[config.mk]
export PLATFORM = sky130hd
export DESIGN_NAME = cpu_ctrl
export DESIGN_NICKNAME = d
export VERILOG_FILES = /design/src/rtl/cpu_ctrl.sv
export SDC_FILE = /design/constraint.sdc
export NUM_CORES = 1
export LEC_CHECK = 0
export BUFFER_PORTS_ARGS = -buffer_cell sky130_fd_sc_hd__buf_2
export CORE_MARGIN = 2
export CORE_UTILIZATION = 40
export DETAILED_ROUTE_END_ITERATION = 7
export GPL_ROUTABILITY_DRIVEN = 0
export GPL_TIMING_DRIVEN = 0
export PLACE_DENSITY_LB_ADDON = 0.2
export REMOVE_ABC_BUFFERS = 1
export SLEW_MARGIN = 15
export SYNTH_ARGS = -nofsm -noshare
export SYNTH_HDL_FRONTEND = slang
export SYNTH_SLANG_ARGS = --single-unit
[constraint.sdc]
create_clock -name clk -period 1.4 [get_ports clk]
set_input_delay 0.21 -clock clk [delete_from_list [all_inputs] [get_ports clk]]
set_output_delay 0.21 -clock clk [all_outputs]
set_load 0.05 [all_outputs]
[src/rtl/cpu_ctrl.sv]
// Purpose : instruction register, decoder and Moore sequencer driving the datapath strobes.
// Latency : edges from the edge sampling s=1 to w=1: MOV-imm 2, ADD/AND 5, CMP 4, MOV-reg/MVN 4, illegal 1.
// Backpres: none; one instruction in flight, s is sampled only while idle (w=1), load only while idle.
//
// Ports:
//   clk, rst_n            clock, asynchronous active-low reset (forces WAIT and clears IR)
//   in, load              instruction word and IR load enable (honoured in WAIT only)
//   s, w, halted          start request, idle indication, parked-in-HALT indication
//   readnum, writenum     register file read/write selects
//   vsel                  write-back source (00 ALU result, 10 sximm8)
//   loada/b/c, loads, write, asel, bsel   datapath strobes and operand selects
//   shift, ALUop, sximm5, sximm8          fields taken straight from IR
//
// Optional feature macro: CPU_CTRL_HALT_EN (opcode 111 parks the sequencer in HALT until reset).

module cpu_ctrl (
    input  logic        clk,
    input  logic        rst_n,
    input  logic [15:0] in,
    input  logic        load,
    input  logic        s,
    output logic        w,
    output logic        halted,
    output logic [2:0]  readnum,
    output logic [2:0]  writenum,
    output logic [1:0]  vsel,
    output logic        loada,
    output logic        loadb,
    output logic        loadc,
    output logic        loads,
    output logic        write,
    output logic        asel,
    output logic        bsel,
    output logic [1:0]  shift,
    output logic [1:0]  ALUop,
    output logic [15:0] sximm5,
    output logic [15:0] sximm8
);

    typedef enum logic [3:0] {
        S_WAIT      = 4'd0,
        S_DECODE    = 4'd1,
        S_WRITE_IMM = 4'd2,
        S_GET_A     = 4'd3,
        S_GET_B     = 4'd4,
        S_ALU       = 4'd5,
        S_CMP       = 4'd6,
        S_WRITE_REG = 4'd7,
        S_HALT      = 4'd8
    } state_t;

    state_t      state;
    state_t      state_nxt;
    logic [15:0] ir;

    logic [2:0] opcode;
    logic [1:0] op;
    logic [2:0] rn;
    logic [2:0] rd;
    logic [2:0] rm;

    assign opcode = ir[15:13];
    assign op     = ir[12:11];
    assign rn     = ir[10:8];
    assign rd     = ir[7:5];
    assign rm     = ir[2:0];

    assign shift  = ir[4:3];
    assign ALUop  = ir[12:11];
    assign sximm5 = {{11{ir[4]}}, ir[4:0]};
    assign sximm8 = {{8{ir[7]}}, ir[7:0]};

    logic is_mov_imm;
    logic is_mov_reg;
    logic is_alu;
    logic is_cmp;
    logic is_mvn;
    logic uses_a;      // ADD, AND, CMP read Rn into A
    logic zero_a;      // MOV-reg and MVN feed the ALU with A forced to 0

    assign is_mov_imm = (opcode == 3'b110) && (op == 2'b10);
    assign is_mov_reg = (opcode == 3'b110) && (op == 2'b00);
    assign is_alu     = (opcode == 3'b101);
    assign is_cmp     = is_alu && (op == 2'b01);
    assign is_mvn     = is_alu && (op == 2'b11);
    assign uses_a     = is_alu && !is_mvn;
    assign zero_a     = is_mov_reg || is_mvn;

`ifdef CPU_CTRL_HALT_EN
    logic is_halt;
    assign is_halt = (opcode == 3'b111);
`endif

    // IR only moves while idle so the executing instruction cannot change under the sequencer.
    always_ff @(posedge clk or negedge rst_n) begin
        if (!rst_n) begin
            state <= S_WAIT;
            ir    <= 16'h0000;
        end else begin
            state <= state_nxt;
            if ((state == S_WAIT) && load) begin
                ir <= in;
            end
        end
    end

    always_comb begin
        state_nxt = state;
        w         = 1'b0;
        halted    = 1'b0;
        loada     = 1'b0;
        loadb     = 1'b0;
        loadc     = 1'b0;
        loads     = 1'b0;
        write     = 1'b0;
        asel      = 1'b0;
        bsel      = 1'b0;
        vsel      = 2'b00;
        readnum   = rn;
        writenum  = rn;

        case (state)
            S_WAIT: begin
                w = 1'b1;
                if (s) begin
                    state_nxt = S_DECODE;
                end
            end
            S_DECODE: begin
                if (is_mov_imm) begin
                    state_nxt = S_WRITE_IMM;
                end else if (uses_a) begin
                    state_nxt = S_GET_A;
                end else if (zero_a) begin
                    state_nxt = S_GET_B;
`ifdef CPU_CTRL_HALT_EN
                end else if (is_halt) begin
                    state_nxt = S_HALT;
`endif
                end else begin
                    state_nxt = S_WAIT;
                end
            end
            S_WRITE_IMM: begin
                write     = 1'b1;
                vsel      = 2'b10;
                state_nxt = S_WAIT;
            end
            S_GET_A: begin
                loada     = 1'b1;
                state_nxt = S_GET_B;
            end
            S_GET_B: begin
                loadb     = 1'b1;
                readnum   = rm;
                state_nxt = is_cmp ? S_CMP : S_ALU;
            end
            S_ALU: begin
                loadc     = 1'b1;
                asel      = zero_a;
                state_nxt = S_WRITE_REG;
            end
            S_CMP: begin
                loads     = 1'b1;
                state_nxt = S_WAIT;
            end
            S_WRITE_REG: begin
                write     = 1'b1;
                writenum  = rd;
                state_nxt = S_WAIT;
            end
`ifdef CPU_CTRL_HALT_EN
            S_HALT: begin
                halted    = 1'b1;
                state_nxt = S_HALT;
            end
`endif
            default: begin
                state_nxt = S_WAIT;
            end
        endcase
    end

endmodule

==> results by group <==
Drt
  • Post-route DRC: 0
  • 1st-iter DRT viols: 21
  • Drt first pass iters: 2
  • Wire length per cell: 12.6 um
  • Post-route ant nets: 0
  • DRT Wirelength: 2.65 mm
  • Vias per inst: 4.50
  • Vias: 944

Global routing
  • Antenna violations before repair: 0
  • Total track usage: 14.6%
  • Vias in the first global route: 875
  • Global-route wire length before repair: 3.95 mm
  • GRT Residual Overflow: 0
  • Pin count of the biggest net entering global routing: 20

Finish
  • Fin area: 1820 um2
  • Post-layout net count: 187
  • Layout area overhead: 41.0%
  • Fin cells: 210
  • Fillers: 263
  • Antenna cells: 0
  • Area occupied by multi-input gates: 597 um2
  • Sequential Area: 485 um2
  • Fraction of layout cells with a size suffix above 1: 81.3%
  • Layout Utilization: 59.5%

STA
  • Crit path time final: 1790 ps
  • Final period utilization: 128%
  • RSZ-0062 raised after global routing: true
  • Worst setup margin: -393 ps
  • Slew Limit Fails: 0
  • Final setup violation count: 30
  • Fmax: 558 MHz
  • Layout Skew: 4.60 ps
  • Final Hold Viols: 0

Logic synthesis
  • Xor/xnor share of the synthesized area: 0%
  • Mux cell area share after synthesis: 22.1%
  • Count leader, synth: buf_4
  • Synth Area per Inst: 11.0 um2
  • Compound-cell area share of the yosys netlist: 4.66%
  • Ys async rst share: 100%
  • Sequential-to-total area share from yosys stat: 36.9%
  • Library cells used by synthesis: 31
  • Synth top area share: 36.9%
  • Main synth FF type: dfrtp_1
  • Synth Area in Simple Gates: 10.3%
  • Post-synth EDFFs: 0
  • Post-Synthesis Cells: 117
  • Top cells by count, synth: buf_4, dfrtp_1, mux2_2
  • Post-Syn Area: 1290 um2
  • Synth Register Bits: 19
  • Area leader, netlist: dfrtp_1
  • Synth area leaders: dfrtp_1, buf_4, mux2_4, mux2_2, buf_6
  • Post-synthesis adder-cell area fraction: 0%
  • Yosys Warn Count: 0
  • Main combinational cell family by area after synthesis: buffers and inverters

Placement
  • IO buf count: 69
  • Cells after DPL: 189
  • Detailed Place HPWL: 1.62 mm
  • Placed Area: 1370 um2

Setup path
  • Worst Path Arrival: 1580 ps
  • Crit Path Category: reg2out
  • CP Max Fanout: 4
  • Crit start category: flop
  • Critical path data required time: 1190 ps
  • Worst Setup End Kind: output pin

Outcome
  • Run status: finished, violations left
  • Failing checks: negative setup slack

Die
  • Die area: 3690 um2
  • DIE WIDTH: 60.8 um
  • Core area: 3050 um2
  • Initial Util: 42.2%
  • Die Height: 60.8 um
  • Ports: 73
  • Site Rows: 20

Clock tree
  • H-tree levels: 1
  • TritonCTS Buffers: 3
  • Clock-pin transition on the worst setup and hold timing paths: 110 ps
  • Maximum buffer depth of the clock tree: 2
  • Skew-Pair Late Insertion Delay: 290 ps
  • Clock sinks: 19
  • CTS tree: built
  • CTS root buffer: clkbuf_4

Flow run
  • Max-capacitance violation count: 0

Hold path
  • Hold WC Path Type: in2reg
## critical path: stages (launching register included)
cell,delay [ps]
dfrtp_2,450
nor3_4,340
mux2_4,350
buf_6,150
## final cells by class
class | count | share of cell area, %
Timing Repair Buffer | 86 | 35.5
Multi-Input combinational cell | 55 | 32.9
Sequential cell | 19 | 26.7
Tap cell | 44 | 3.03
Clock buffer | 3 | 1.24
Inverter | 2 | 0.413
Clock inverter | 1 | 0.275
## metrics by stage
| stage | hold WS (ps) | worst slack, ps | TNS, ps |
|---|---|---|---|
| after floorplan | -85.6 | -3800 | -87800 |
| after global placement | 182 | -623 | -11020 |
| after detailed placement | 181 | -616 | -11020 |
| after CTS | 121 | -391 | -6090 |
| after global routing | 119 | -444 | -8430 |
| final | 134 | -393 | -6850 |
## routing by layer
layer  routed length [um]  track usage, %  vias up
met5                    0               0        -
met4                   27            7.45        0
met3                  147            1.28        2
met2                 1300            24.6       40
met1                 1180            18.7      445
li1                     -               -      457
## placed cells by master (no fill, tap or decap), drive strengths merged, types with 2 or more instances in the layout
master	Yosys	layout
buf	42	81
mux2	22	22
dfrtp	19	19
clkbuf	1	7
nand2	4	4
nor2	4	4
conb	1	3
nor3	3	3
and3	2	2
inv	2	2
## final timing paths
path / start / endpoint / slack [ps] / cells past startpoint
min: in[5] / ir[5] / 130 / 2
max reg2reg: state[1] / ir[5] / -250 / 5
max in group asynchronous: rst_n / state[2] / 690 / 2
min reg2reg: ir[6] / ir[6] / 540 / 1
max: state[1] / readnum[2] / -390 / 3
min in group asynchronous: rst_n / ir[0] / 380 / 2
## cell families after synthesis
logic type | after synthesis
buffers and inverters | 45
AO/OA/AOI/OAI | 8
flip-flops | 19
other | 1
AND/OR/NAND/NOR | 22
multiplexers | 22
## state kept, by name, summed over array words and instances, names as in the netlist
register	cells
ir	16
state	3
## repair_timing
item                                    in CTS  in global routing
endpoints found under the setup margin      30                 55
setup buffers                               12                  5
gates resized for setup                     47                 34
cloned                                       0                  1
pin swaps                                    6                  7
hold endpoints to repair                    19                  0
hold buffers                                 1                  0
Power is left out: the tool's default activity adds up to more than one toggle a clock period on the data nets, which glitch-free logic cannot reach.
